--- src/rtl/if_id_fetch_stage.sv ---
// IF stage PC register plus IF/ID pipeline register with RUN/STALL/FLUSH state; IF_ID_PERF_EN adds stall/flush counters.
// Latency: out_Instruction/out_PC_4 follow out_FetchPC by one cycle; redirect/stall take effect on the next edge.
// Backpressure: in_Stall holds PC and IF/ID unchanged; in_Redirect has priority and injects a bubble (NOP, out_Valid=0).
module if_id_fetch_stage #(
    parameter int               NBits    = 32,
    parameter logic [NBits-1:0] RESET_PC = NBits'(32'h0040_0000)
) (
    input  logic             clk,
    input  logic             reset,
    input  logic             in_Stall,
    input  logic             in_Redirect,
    input  logic [NBits-1:0] in_RedirectPC,
    input  logic [NBits-1:0] in_Instruction,
    output logic [NBits-1:0] out_FetchPC,
    output logic [NBits-1:0] out_PC_4,
    output logic [NBits-1:0] out_Instruction,
    output logic             out_Valid,
    output logic [1:0]       out_State
`ifdef IF_ID_PERF_EN
    ,
    output logic [15:0]      out_StallCount,
    output logic [15:0]      out_FlushCount
`endif
);

    typedef enum logic [1:0] {
        RUN   = 2'd0,
        STALL = 2'd1,
        FLUSH = 2'd2
    } state_t;

    typedef struct packed {
        logic [NBits-1:0] instruction;
        logic [NBits-1:0] pc4;
        logic             valid;
    } ifid_t;

    state_t           state;
    state_t           nextState;
    ifid_t            ifid;
    logic [NBits-1:0] fetchPc;
    logic [NBits-1:0] pcPlus4;
    logic [NBits-1:0] redirectAligned;
    logic             unusedRedirectLsbs;

    // Target is forced word-aligned; the two low bits carry no meaning here.
    assign redirectAligned    = {in_RedirectPC[NBits-1:2], 2'b00};
    assign unusedRedirectLsbs = ^in_RedirectPC[1:0];
    assign pcPlus4            = fetchPc + NBits'(4);

    always_comb begin
        nextState = RUN;
        if (in_Redirect) begin
            nextState = FLUSH;
        end else if (in_Stall) begin
            nextState = STALL;
        end
    end

    always_ff @(posedge clk) begin
        if (reset) begin
            state <= RUN;
        end else begin
            state <= nextState;
        end
    end

    always_ff @(posedge clk) begin
        if (reset) begin
            fetchPc <= RESET_PC;
        end else if (in_Redirect) begin
            fetchPc <= redirectAligned;
        end else if (!in_Stall) begin
            fetchPc <= pcPlus4;
        end
    end

    // A stall holds whatever occupies IF/ID, including a bubble left by a flush.
    always_ff @(posedge clk) begin
        if (reset || in_Redirect) begin
            ifid <= '0;
        end else if (!in_Stall) begin
            ifid.instruction <= in_Instruction;
            ifid.pc4         <= pcPlus4;
            ifid.valid       <= 1'b1;
        end
    end

    assign out_FetchPC     = fetchPc;
    assign out_PC_4        = ifid.pc4;
    assign out_Instruction = ifid.instruction;
    assign out_Valid       = ifid.valid;
    assign out_State       = state;

`ifdef IF_ID_PERF_EN
    logic [15:0] stallCount;
    logic [15:0] flushCount;

    always_ff @(posedge clk) begin
        if (reset) begin
            stallCount <= '0;
            flushCount <= '0;
        end else begin
            if (nextState == STALL && stallCount != 16'hFFFF) begin
                stallCount <= stallCount + 16'd1;
            end
            if (nextState == FLUSH && flushCount != 16'hFFFF) begin
                flushCount <= flushCount + 16'd1;
            end
        end
    end

    assign out_StallCount = stallCount;
    assign out_FlushCount = flushCount;
`endif

endmodule

--- config.mk ---
export PLATFORM = sky130hd
export DESIGN_NAME = if_id_fetch_stage
export DESIGN_NICKNAME = d
export VERILOG_FILES = /design/src/rtl/if_id_fetch_stage.sv
export SDC_FILE = /design/constraint.sdc
export NUM_CORES = 1
export LEC_CHECK = 0
export BUFFER_PORTS_ARGS = -buffer_cell sky130_fd_sc_hd__buf_4
export CAP_MARGIN = 20
export CORE_MARGIN = 2
export CORE_UTILIZATION = 40
export DETAILED_ROUTE_END_ITERATION = 10
export PLACE_DENSITY = 0.68
export REMOVE_ABC_BUFFERS = 1
export SLEW_MARGIN = 20
export SYNTH_ARGS = -nofsm -noshare
export SYNTH_HDL_FRONTEND = slang
export SYNTH_SLANG_ARGS = --single-unit
--- constraint.sdc ---
create_clock -name clk -period 2 [get_ports clk]
set_clock_uncertainty 0.15 [all_clocks]
set_input_delay 0.1 -clock clk [delete_from_list [all_inputs] [get_ports clk]]
set_output_delay 0.1 -clock clk [all_outputs]
set_load 0.02 [all_outputs]
==> run_results.csv <==
group,metric,value,unit
outcome,status,"finished clean",
timing,min_period,1.906,ns
worst_setup_path,r2r_slack,0.09,ns
route,wirelength,13210,um
route,vias_per_cell,4.923,
worst_setup_path,setup.worst_path.start_class,"flop",
global_route,grt_start_max_net_pins,38,
clock_tree,ctsRootBufferMaster,"clkbuf_8",
timing,finalHoldViolations,0,
synthesis,synth_top_family_by_area,"simple AND/OR/NAND/NOR gates",
worst_setup_path,cp.required,2.11,ns
floorplanning,pin_count,167,
power,p_per_area,633.0,nW/um^2
global_route,grt_pass1_wl,20930,um
worst_setup_path,crit_top_cell,"nor2_1",
cells_and_area,antenna-diode-count,0,
power,p_leak,0.002926,uW
global_route,grt_pass1_vias,4363,
synthesis,synthArstFlopShare,0,%
cells_and_area,drive_above_1_share,30.65,%
floorplanning,die_y,107.9,um
synthesis,synth_edf_count,0,
cells_and_area,syn2layout_area_growth,55.29,%
route,drc,0,
worst_setup_path,cp_slowest_cell,"dlygate4sd3_1",
floorplanning,die_x,107.9,um
worst_setup_path,crit_start,"out_FetchPC[3]$_SDFFE_PP0P_",
timing,fmax,524.6,MHz
min_path,hold_class,"in -> reg",
cells_and_area,fin_nets,798,
worst_setup_path,critical_path.max_fanout,4,
timing,post-route-period-util,95.31,%
worst_setup_path,rr_startpoint,"out_FetchPC[3]$_SDFFE_PP0P_",
synthesis,synthSimpleGateAreaFrac,20.95,%
timing,setup_violations,0,
place,gp_congestion,0.8259,
floorplanning,core_area,10420,um^2
power,ir_worst_vdd,379.2,uV
cells_and_area,n_fill_cell,871,
synthesis,yosys.cell_types.count,45,
clock_tree,path_clk_slew,0.09,ns
floorplanning,num_rows,37,
route,via_count,4283,
timing,max_slew_margin,47.93,%
worst_setup_path,worstPathCellList,"ha_1 > nor2b_1 > xnor2_1 > nor2_1 > a21oi_1 > dlygate4sd3_1 > nor2_1",
clock_tree,clk_path_buf_depth,2,
place,io_buffers,160,
worst_setup_path,crit_end,"out_FetchPC[4]$_SDFFE_PP0P_",
worst_setup_path,crit_arrival,2.01,ns
synthesis,muxShareOfSynthArea,8.114,%
synthesis,syn_area,4318,um^2
route,antenna_left,0,
route,post_drt_wl_per_cell,15.18,um
timing,slew_violations,0,
synthesis,syn_area_per_cell,8.848,um^2
timing,final.setup.tns,0,ns
flow_run,cap_violations,0,
floorplanning,die_area,11640,um^2
synthesis,synth_ff_type,"dfxtp_1",
worst_setup_path,r2r_end,"out_FetchPC[4]$_SDFFE_PP0P_",
clock_tree,cts_tree,"built",
route,drtIter0Drc,180,
synthesis,synth_seq_area_share,44.05,%
timing,timing.hold.ws,0.03259,ns
cells_and_area,multi_input_area,2236,um^2
worst_setup_path,rr_worst_depth,7,
clock_tree,htree_levels,3,
cells_and_area,regArea,1902,um^2
synthesis,yosys.area_share.adder,0.2898,%
global_route,grt_antenna_before_repair,0,
clock_tree,cts_made_buffers,9,
synthesis,synth_compound_area_share,11.53,%
cells_and_area,final_cell_mix,"buf_4, dfxtp_1, nor2_1",
clock_tree,cts_sinks,95,
timing,worst_slew_pin_slew,0.7810,ns
global_route,grt-ovfl-total,0,
worst_setup_path,slowest_delay,0.55,ns
synthesis,synth-seq-cells,95,
cells_and_area,final_common_cell,"buf_4",
global_route,grt_usage,22.88,%
floorplanning,start_util,41.45,%
route,first_pass_iters,4,
clock_tree,clock_latency,0.36,ns
worst_setup_path,crit_type,"reg -> reg",
synthesis,synth-xor-area-share,10.34,%
power,fin_total_pwr,4244,uW
synthesis,syn_inst,488,
synthesis,yosysWarnings,0,
worst_setup_path,end_kind,"flop",
place,dp_hpwl,8939,um
==> worst min path at each step <==
stage | end | slack, ns | cells after the start | startpoint
5_1_grt | out_PC_4[15]$_SDFFE_PP0N_ | 0.04 | 2 | in_Stall
3_5_place_dp | out_FetchPC[28]$_SDFFE_PP0P_ | 0.16 | 3 | in_RedirectPC[28]
3_3_place_gp | out_FetchPC[28]$_SDFFE_PP0P_ | 0.16 | 3 | in_RedirectPC[28]
2_1_floorplan | out_FetchPC[13]$_SDFFE_PP0P_ | 0.01 | 1 | reset
4_1_cts | out_Instruction[2]$_SDFFE_PP0N_ | 0.01 | 3 | in_Stall
6_report | out_Instruction[31]$_SDFFE_PP0N_ | 0.03 | 3 | in_Stall
==> per-stage QoR <==
stage / cell area [um^2] / setup WS [ns] / instances / util [%]
after CTS: 6689 / 0.08949 / 869 / 64.22
after detailed placement: 5774 / 0.1735 / 783 / 55.44
after floorplan: 4155 / -0.1281 / 454 / -
after global placement: 5774 / 0.2002 / 783 / 55.44
final: 6705 / 0.09381 / 870 / 64.37
after global routing: 6705 / -0.007577 / 870 / 64.37
==> worst max-delay path: cells and delay by family (launching register included) <==
family / cells / cell delay [ns]
buffers and inverters: 1 / 0.55
flip-flops: 1 / 0.35
AND/OR/NAND/NOR: 3 / 0.28
adder cells (fa/ha/maj): 1 / 0.24
XOR/XNOR: 1 / 0.13
AO/OA/AOI/OAI: 1 / 0.10
==> cells by family after synthesis <==
logic type | count (synthesis)
other cells | 1
compound gates | 86
buf+inv | 44
xor+xnor | 51
simple gates | 175
flops | 95
mux | 35
fa+ha+maj | 1
==> power by group <==
| group | internal (uW) | switching [uW] |
|---|---|---|
| clock | 705 | 673 |
| combinational | 424 | 404 |
| sequential | 1970 | 63.4 |
| total | 3100 | 1140 |
==> timing repair <==
item / 4_1_cts / 5_1_grt
endpoints found under the setup margin: 0 / 2
hold buffers: 70 / 0
endpoints found under the hold margin: 64 / 0
setup buffers: 0 / 1
resized for setup: 0 / 1
==> cell usage after synthesis (5+ instances only) <==
library cell | instances | share of area, %
nor3_2 | 6 | 1.4
o21ai_0 | 25 | 2.9
nand4_1 | 9 | 1.3
xnor2_1 | 22 | 4.5
xor2_1 | 29 | 5.9
dfxtp_1 | 95 | 44
nand3_1 | 17 | 2.0
nor3_1 | 7 | 0.81
buf_4 | 5 | 0.87
buf_2 | 5 | 0.58
a211oi_1 | 15 | 2.6
inv_1 | 6 | 0.52
a21oi_1 | 37 | 4.3
nand2_1 | 32 | 2.8
nor2_1 | 77 | 6.7
mux2i_1 | 35 | 8.1
clkbuf_1 | 23 | 2.0
==> per-layer routing <==
layer,track usage (%),wire length (um)
met3,6.961,1046
met1,28.10,5609
met5,0,0
met4,7.234,174
met2,38.27,6379
==> sequential cells by signal, indices dropped and copies added, names as in the netlist <==
signal           cells
out_PC_4            30
out_Instruction     32
out_State            2
out_Valid            1
out_FetchPC         30
==> cell type report <==
class	instances	share of cell area, %
Sequential cell	95	28.36
Tap cell	136	2.538
Multi-Input combinational cell	352	33.35
Inverter	7	0.3919
Clock inverter	5	1.232
Clock buffer	11	1.959
Timing Repair Buffer	264	32.17
(Power assumes the default switching activity.)
